--- config.mk ---
export PLATFORM = sky130hd
export DESIGN_NAME = mips_alu_flat
export DESIGN_NICKNAME = d
export VERILOG_FILES = /design/src/rtl/alu_pkg.sv /design/src/rtl/mips_alu_if.sv /design/src/rtl/alu_adder.sv /design/src/rtl/mips_alu.sv /design/src/flat_wrapper.sv
export SDC_FILE = /design/constraint.sdc
export NUM_CORES = 1
export LEC_CHECK = 0
export ABC_CLOCK_PERIOD_IN_PS = 12700
export CAP_MARGIN = 30
export CORE_MARGIN = 3
export CORE_UTILIZATION = 58
export DETAILED_ROUTE_END_ITERATION = 6
export PLACE_DENSITY = 0.86
export RECOVER_POWER = 25
export REMOVE_ABC_BUFFERS = 1
export SLEW_MARGIN = 20
export SYNTH_ARGS = -nofsm -noshare
export SYNTH_HDL_FRONTEND = slang
export SYNTH_SLANG_ARGS = --single-unit
--- constraint.sdc ---
create_clock -name clk -period 12.7 [get_ports clk]
set_clock_uncertainty 0.15 [all_clocks]
set_input_delay 2.54 -clock clk [delete_from_list [all_inputs] [get_ports clk]]
set_output_delay 2.54 -clock clk [all_outputs]
set_load 0.005 [all_outputs]
--- src/rtl/alu_pkg.sv ---
// alu_pkg
// Shared constants for the SimMIPS execute-stage ALU.
// The bit positions of the one-hot alu_control vector live here, so the
// decode stage and the ALU always agree on which bit selects which operation.
// No ports; import with "import alu_pkg::*;".
package alu_pkg;

    localparam int ALU_CTRL_W = 12;
    localparam int ALU_DATA_W = 32;

    // One-hot select bit indices, MSB first.
    localparam int ALU_ADD  = 11;
    localparam int ALU_SUB  = 10;
    localparam int ALU_SLT  = 9;
    localparam int ALU_SLTU = 8;
    localparam int ALU_AND  = 7;
    localparam int ALU_NOR  = 6;
    localparam int ALU_OR   = 5;
    localparam int ALU_XOR  = 4;
    localparam int ALU_SLL  = 3;
    localparam int ALU_SRL  = 2;
    localparam int ALU_SRA  = 1;
    localparam int ALU_LUI  = 0;

    typedef logic [ALU_CTRL_W-1:0] alu_ctrl_t;
    typedef logic [ALU_DATA_W-1:0] alu_data_t;

endpackage

--- src/rtl/mips_alu_if.sv ---
// mips_alu_if
// Bundles the decode-to-ALU operand/select bus and the ALU result.
//   alu_control : one-hot operation select (decode -> ALU)
//   alu_src1    : operand A, shift amount in [4:0] (decode -> ALU)
//   alu_src2    : operand B, shift/LUI source (decode -> ALU)
//   alu_result  : registered result (ALU -> downstream)
//   overflow    : registered signed-overflow flag, only when ALU_OVERFLOW_EN
//                 is defined
// Modports: master = the side driving operands (decode / testbench),
//           slave  = the ALU.
interface mips_alu_if;
    import alu_pkg::*;

    alu_ctrl_t alu_control;
    alu_data_t alu_src1;
    alu_data_t alu_src2;
    alu_data_t alu_result;
`ifdef ALU_OVERFLOW_EN
    logic      overflow;

    modport master (output alu_control, output alu_src1, output alu_src2,
                    input alu_result, input overflow);
    modport slave  (input alu_control, input alu_src1, input alu_src2,
                    output alu_result, output overflow);
`else
    modport master (output alu_control, output alu_src1, output alu_src2,
                    input alu_result);
    modport slave  (input alu_control, input alu_src1, input alu_src2,
                    output alu_result);
`endif

endinterface

--- src/rtl/alu_adder.sv ---
// alu_adder
// Single 32-bit adder shared by add, sub, slt and sltu.
// Computes a + (invert_b ? ~b : b) + cin.
//   a, b     : 32-bit operands
//   invert_b : complement b before adding (subtract path)
//   cin      : carry in (1 together with invert_b gives a - b)
//   sum      : 32-bit sum
//   cout     : carry out of bit 31
//   ovf      : signed overflow of the addition actually performed
module alu_adder
    import alu_pkg::*;
(
    input  alu_data_t a,
    input  alu_data_t b,
    input  logic      invert_b,
    input  logic      cin,
    output alu_data_t sum,
    output logic      cout,
    output logic      ovf
);

    alu_data_t b_eff;

    // Overflow happens when both addends share a sign and the sum's sign
    // differs from it. With b inverted this is exactly the subtract rule:
    // operand signs differ and the result sign differs from a.
    always_comb begin
        b_eff       = invert_b ? ~b : b;
        {cout, sum} = {1'b0, a} + {1'b0, b_eff} + {{ALU_DATA_W{1'b0}}, cin};
        ovf         = (a[ALU_DATA_W-1] == b_eff[ALU_DATA_W-1]) &&
                      (sum[ALU_DATA_W-1] != a[ALU_DATA_W-1]);
    end

endmodule

--- src/rtl/mips_alu.sv ---
// mips_alu
// Registered 32-bit integer ALU for the SimMIPS execute stage. Inputs sampled
// at a rising edge produce alu_result right after that edge (latency 1, one
// operation per cycle, no handshake).
// Ports:
//   clk   : rising-edge clock
//   reset : synchronous active-high reset, clears the registered outputs
//   bus   : mips_alu_if.slave (alu_control, alu_src1, alu_src2 in;
//           alu_result and optionally overflow out)
// Build option: define ALU_OVERFLOW_EN to add the registered overflow flag.
module mips_alu
    import alu_pkg::*;
(
    input  logic       clk,
    input  logic       reset,
    mips_alu_if.slave  bus
);

    alu_ctrl_t ctrl;
    alu_data_t op_a;
    alu_data_t op_b;
    logic [4:0] shamt;

    logic      use_sub;
    alu_data_t add_sum;
    logic      add_cout;
    logic      add_ovf;
    logic      slt_bit;
    logic      sltu_bit;
    alu_data_t result_next;
    alu_data_t result_q;

    assign ctrl  = bus.alu_control;
    assign op_a  = bus.alu_src1;
    assign op_b  = bus.alu_src2;
    assign shamt = op_a[4:0];

    // sub, slt and sltu all need a - b from the shared adder.
    assign use_sub = ctrl[ALU_SUB] | ctrl[ALU_SLT] | ctrl[ALU_SLTU];

    alu_adder u_adder (
        .a        (op_a),
        .b        (op_b),
        .invert_b (use_sub),
        .cin      (use_sub),
        .sum      (add_sum),
        .cout     (add_cout),
        .ovf      (add_ovf)
    );

    // Signed less-than: sign(A)&~sign(B) | ~(sign(A)^sign(B))&sign(diff).
    // When the signs differ the subtract overflows exactly when the diff sign
    // differs from A, so sign(diff)^ovf collapses to the same function.
    // Unsigned less-than is a borrow, i.e. no carry out of a + ~b + 1.
    assign slt_bit  = add_sum[ALU_DATA_W-1] ^ add_ovf;
    assign sltu_bit = ~add_cout;

    // AND-OR result mux: every selected op contributes, so an all-zero select
    // gives 0 and a multi-hot select gives the OR of the chosen results.
    always_comb begin
        result_next = '0;
        result_next |= {ALU_DATA_W{ctrl[ALU_ADD]}}  & add_sum;
        result_next |= {ALU_DATA_W{ctrl[ALU_SUB]}}  & add_sum;
        result_next |= {ALU_DATA_W{ctrl[ALU_SLT]}}  & {{(ALU_DATA_W-1){1'b0}}, slt_bit};
        result_next |= {ALU_DATA_W{ctrl[ALU_SLTU]}} & {{(ALU_DATA_W-1){1'b0}}, sltu_bit};
        result_next |= {ALU_DATA_W{ctrl[ALU_AND]}}  & (op_a & op_b);
        result_next |= {ALU_DATA_W{ctrl[ALU_NOR]}}  & ~(op_a | op_b);
        result_next |= {ALU_DATA_W{ctrl[ALU_OR]}}   & (op_a | op_b);
        result_next |= {ALU_DATA_W{ctrl[ALU_XOR]}}  & (op_a ^ op_b);
        result_next |= {ALU_DATA_W{ctrl[ALU_SLL]}}  & (op_b << shamt);
        result_next |= {ALU_DATA_W{ctrl[ALU_SRL]}}  & (op_b >> shamt);
        result_next |= {ALU_DATA_W{ctrl[ALU_SRA]}}  & alu_data_t'($signed(op_b) >>> shamt);
        result_next |= {ALU_DATA_W{ctrl[ALU_LUI]}}  & {op_b[15:0], 16'h0000};
    end

    // Result register; reset wins over the inputs on the same edge, which
    // also drops whatever operation was in flight.
    always_ff @(posedge clk) begin
        if (reset) begin
            result_q <= '0;
        end else begin
            result_q <= result_next;
        end
    end

    assign bus.alu_result = result_q;

`ifdef ALU_OVERFLOW_EN
    logic ovf_q;

    // Overflow only means something for add and sub; the adder already runs
    // the subtract form whenever sub is selected.
    always_ff @(posedge clk) begin
        if (reset) begin
            ovf_q <= 1'b0;
        end else begin
            ovf_q <= (ctrl[ALU_ADD] | ctrl[ALU_SUB]) & add_ovf;
        end
    end

    assign bus.overflow = ovf_q;
`endif

endmodule

--- src/flat_wrapper.sv ---
// flat-port wrapper written by rule: the top's interface ports become plain ports
module mips_alu_flat import alu_pkg::*;
  (clk, reset, bus_alu_control, bus_alu_src1, bus_alu_src2, bus_alu_result);
  mips_alu_if bus_i ();
  input  logic clk;
  input  logic reset;
  input wire logic [$bits(bus_i.alu_control)-1:0] bus_alu_control;
  input wire logic [$bits(bus_i.alu_src1)-1:0] bus_alu_src1;
  input wire logic [$bits(bus_i.alu_src2)-1:0] bus_alu_src2;
  output wire logic [$bits(bus_i.alu_result)-1:0] bus_alu_result;
  assign bus_i.alu_control = bus_alu_control;
  assign bus_i.alu_src1 = bus_alu_src1;
  assign bus_i.alu_src2 = bus_alu_src2;
  assign bus_alu_result = bus_i.alu_result;
  mips_alu u_core (.clk(clk), .reset(reset), .bus(bus_i));
endmodule
==> flow_metrics.py <==
metrics = {
    "power": {
        "power.net_switching_mw": 0.363,
        "p_comb_share_pct": 63.7,
        "clkPwrFrac_pct": 21.3,
        "p_int_mw": 0.404,
        "p_total_mw": 0.767,
        "static-leakage-power_nw": 4.13,
        "peakVddDrop_v": 0.0000497,
        "power.density_cell_area_nw_per_um2": 78.0,
        "power.share.sequential_pct": 15.1,
        "switching_share_pct": 47.3,
    },
    "logic_synthesis": {
        "synth_top_area_cell": "ha_1",
        "yosysMostFrequentCell": "nand2_1",
        "netlist-cell-type-count": 68,
        "primary_ff_master_synth": "dfxtp_1",
        "synth_enable_flop_cells": 0,
        "synthTopCellsByArea": "ha_1, mux2i_1, dfxtp_1, mux4_2, a21oi_1",
        "synth_cells": 1186,
        "synth_seq_area_share_pct": 7.43,
        "yosysWarningCount": 0,
        "synth_area_per_cell_um2": 7.27,
        "synthArstFlopShare_pct": 0,
        "synth.cell_area_um2": 8630,
        "synth.ff_latch_count": 32,
        "yosys.area.top_type_share_pct": 14.6,
        "list_of_most_frequent_post_synthesis_cells": "nand2_1, a21oi_1, ha_1, nor2_1, o21ai_0",
    },
    "clock_network": {
        "h-tree-depth": 2,
        "cts.repair.resized": 0,
        "clk_root_buffer_cell": "clkbuf_16",
        "cts_post_setup_buffers_inserted": 0,
        "clock_sink_count": 32,
        "cts_hold_buf": 0,
        "clock_tree_from_tritoncts": "yes",
        "clk_pin_slew_ps": 60,
        "cts_buffers": 5,
        "max-clock-path-buffers": 2,
    },
    "hold_path": {
        "hold_path_class": "in -> reg",
    },
    "timing": {
        "slew_headroom_pct": 29.3,
        "worst_slew_pin_slew_ps": 1030,
        "timing.setup.tns_ps": 0,
        "final_min_period_over_clock_period_pct": 52.9,
        "setup_viol_count_final": 0,
        "timing_max_transition_violations_final": 0,
        "max_freq_mhz": 149,
        "holdWs_ps": 2810,
        "timing.final.crit_period_ps": 6720,
        "final-hold-violation-count": 0,
        "grt_setup_unrepaired": "no",
    },
    "final_layout": {
        "ff_latch_area_um2": 641,
        "area_delta_synth_final_pct": 13.9,
        "area_taken_by_multi_input_logic_gates_um2": 7280,
        "design.final.nets": 1399,
        "finish.cell_count_without_fillers": 1400,
        "insertedDiodeCount": 0,
        "fraction_of_final_layout_cells_sized_beyond_drive_strength_1_pct": 7.79,
        "final_area_um2": 9830,
        "largest_reg_flops": 32,
        "nFillCells": 1260,
    },
    "floorplan": {
        "floorplan.rows": 43,
        "fp.dieH_um": 128,
        "fp.coreArea_um2": 14200,
        "die_width_um": 128,
        "design.die.area_um2": 16400,
        "initial_core_util_pct": 60.7,
        "num_io_pins": 110,
    },
    "drt": {
        "detail-route-antenna-nets": 0,
        "avgRoutedWirePerCell_um": 27.7,
        "detailedRoute.firstPassIterationCount": 7,
        "post_drt_via_cell_ratio": 7.51,
        "wl_um": 38700,
        "detail_route.iter0.violations": 2042,
        "routed-via-count": 10519,
        "route.detailed.drc": 4,
    },
    "placement": {
        "port_buffers": 109,
        "placedInstanceArea_um2": 9640,
        "place_inst": 1392,
        "detailed_place_hpwl_um": 27600,
        "gp_congestion": 1.13,
    },
    "global_routing": {
        "grt_antenna_before_repair": 2,
        "grt_pass1_wl_um": 57400,
        "grt-ovfl-total": 0,
        "pin_count_of_the_biggest_net_entering_global_routing": 87,
        "grt_util_all_layers_pct": 45.8,
        "number_of_global_route_vias_before_repair": 9569,
    },
    "setup_path": {
        "crit_fanout": 31,
        "critical_path_required_ps": 12700,
        "timing.critical_path.slowest_stage_cell": "o41ai_2",
        "worstPathArrival_ps": 6720,
        "worst_setup_path_class": "in -> reg",
        "critical_path.most_common_cell": "a21oi_1",
        "setup.worst_path.end_class": "register",
        "cp_top_family": "compound AO/OA/AOI/OAI gates",
        "path_cells": "clkdlybuf4s50_1 > nor3_2 > buf_4 > xnor2_1 > inv_1 > fa_1 > nand2b_1 > a21oi_1 > a211oi_2 > o41ai_2 > a21oi_1 > o21ai_1 > a21o_1 > a41o_1 > a31oi_1",
        "cp_buf_inv_count": 3,
        "timing.critical_path.slowest_cell_delay_ps": 560,
        "setup.worst_path.start_class": "input port",
    },
    "outcome": {
        "violations": "design-rule violations",
        "run_status": "complete, but fails checks",
    },
    "job": {
        "maxCapViolations": 0,
    },
}
==> final cells by class <==
class | instances | share of cell area (%)
multi-input cells | 978 | 74.1
repair buffers | 129 | 12.4
flip-flops and latches | 32 | 6.52
inverters | 73 | 2.79
well taps | 180 | 2.29
clock buffers | 7 | 1.55
clock inverters | 1 | 0.306
==> routing by layer <==
| layer | global-route usage (%) | vias to the layer above | wire [um] |
|---|---|---|---|
| met5 | 0 | - | 25 |
| met4 | 23.3 | 4 | 2500 |
| met3 | 17.0 | 230 | 6660 |
| met2 | 65.3 | 998 | 15500 |
| met1 | 60.3 | 4841 | 14000 |
| li1 | - | 4446 | - |
==> worst paths after layout <==
kind                                from  depth (start not counted)                             endpoint  slack, ps
worst max-delay path  bus_alu_control[9]                         15  u_core.bus.alu_result[0]$_SDFF_PP0_       5980
worst min-delay path     bus_alu_src1[3]                          4  u_core.bus.alu_result[4]$_SDFF_PP0_       2810
==> power groups by stage <==
stage | combinational (mW) | clock (mW) | sequential, mW
after floorplan | 0.265 | 0 | 0.119
after global placement | 0.456 | 0 | 0.118
after detailed placement | 0.462 | 0 | 0.118
after CTS | 0.465 | 0.164 | 0.116
after global routing | 0.513 | 0.166 | 0.116
final | 0.488 | 0.163 | 0.116
==> metrics by stage <==
stage / worst slack, ps / util [%]
2_1_floorplan: 4450 / -
3_3_place_gp: 5970 / 67.9
3_5_place_dp: 5850 / 67.9
4_1_cts: 6140 / 69.2
5_1_grt: 5780 / 69.2
6_report: 5980 / 69.2
==> cell usage in the layout, fill, tap and decap left out, types with 4 or more instances in the layout <==
cell type	instances
or3_1	6
or2_2	5
nand4_1	13
nor3b_1	4
o41ai_1	4
nand3_1	35
o211ai_1	23
nor3_1	22
a21o_1	13
a211o_1	4
a31oi_1	21
a21oi_1	103
mux2i_1	70
xnor2_1	47
mux4_2	27
dlygate4sd3_1	16
o22ai_1	16
a22oi_1	12
buf_4	20
clkbuf_16	5
a221oi_1	21
clkdlybuf4s50_1	89
dfxtp_1	32
o21ai_0	77
nand2b_1	6
o31ai_1	7
nand2_1	115
a222oi_1	15
mux2_2	19
ha_1	101
o21bai_1	7
o21a_1	5
nor2b_1	7
inv_1	71
xor2_1	9
a211oi_1	17
o311a_1	4
a21boi_0	4
nor2_1	92
==> cell families (layout without fill, tap and decap cells) <==
group	after synthesis	after routing	synth area share, %
AND/OR/NAND/NOR	319	319	16.5
flip-flops	32	32	7.43
adder cells (fa/ha/maj)	102	102	14.9
AO/OA/AOI/OAI	385	385	29.6
XOR/XNOR	56	56	5.69
buffers and inverters	176	210	8.24
multiplexers	116	116	17.7
(Power assumes the default switching activity.)
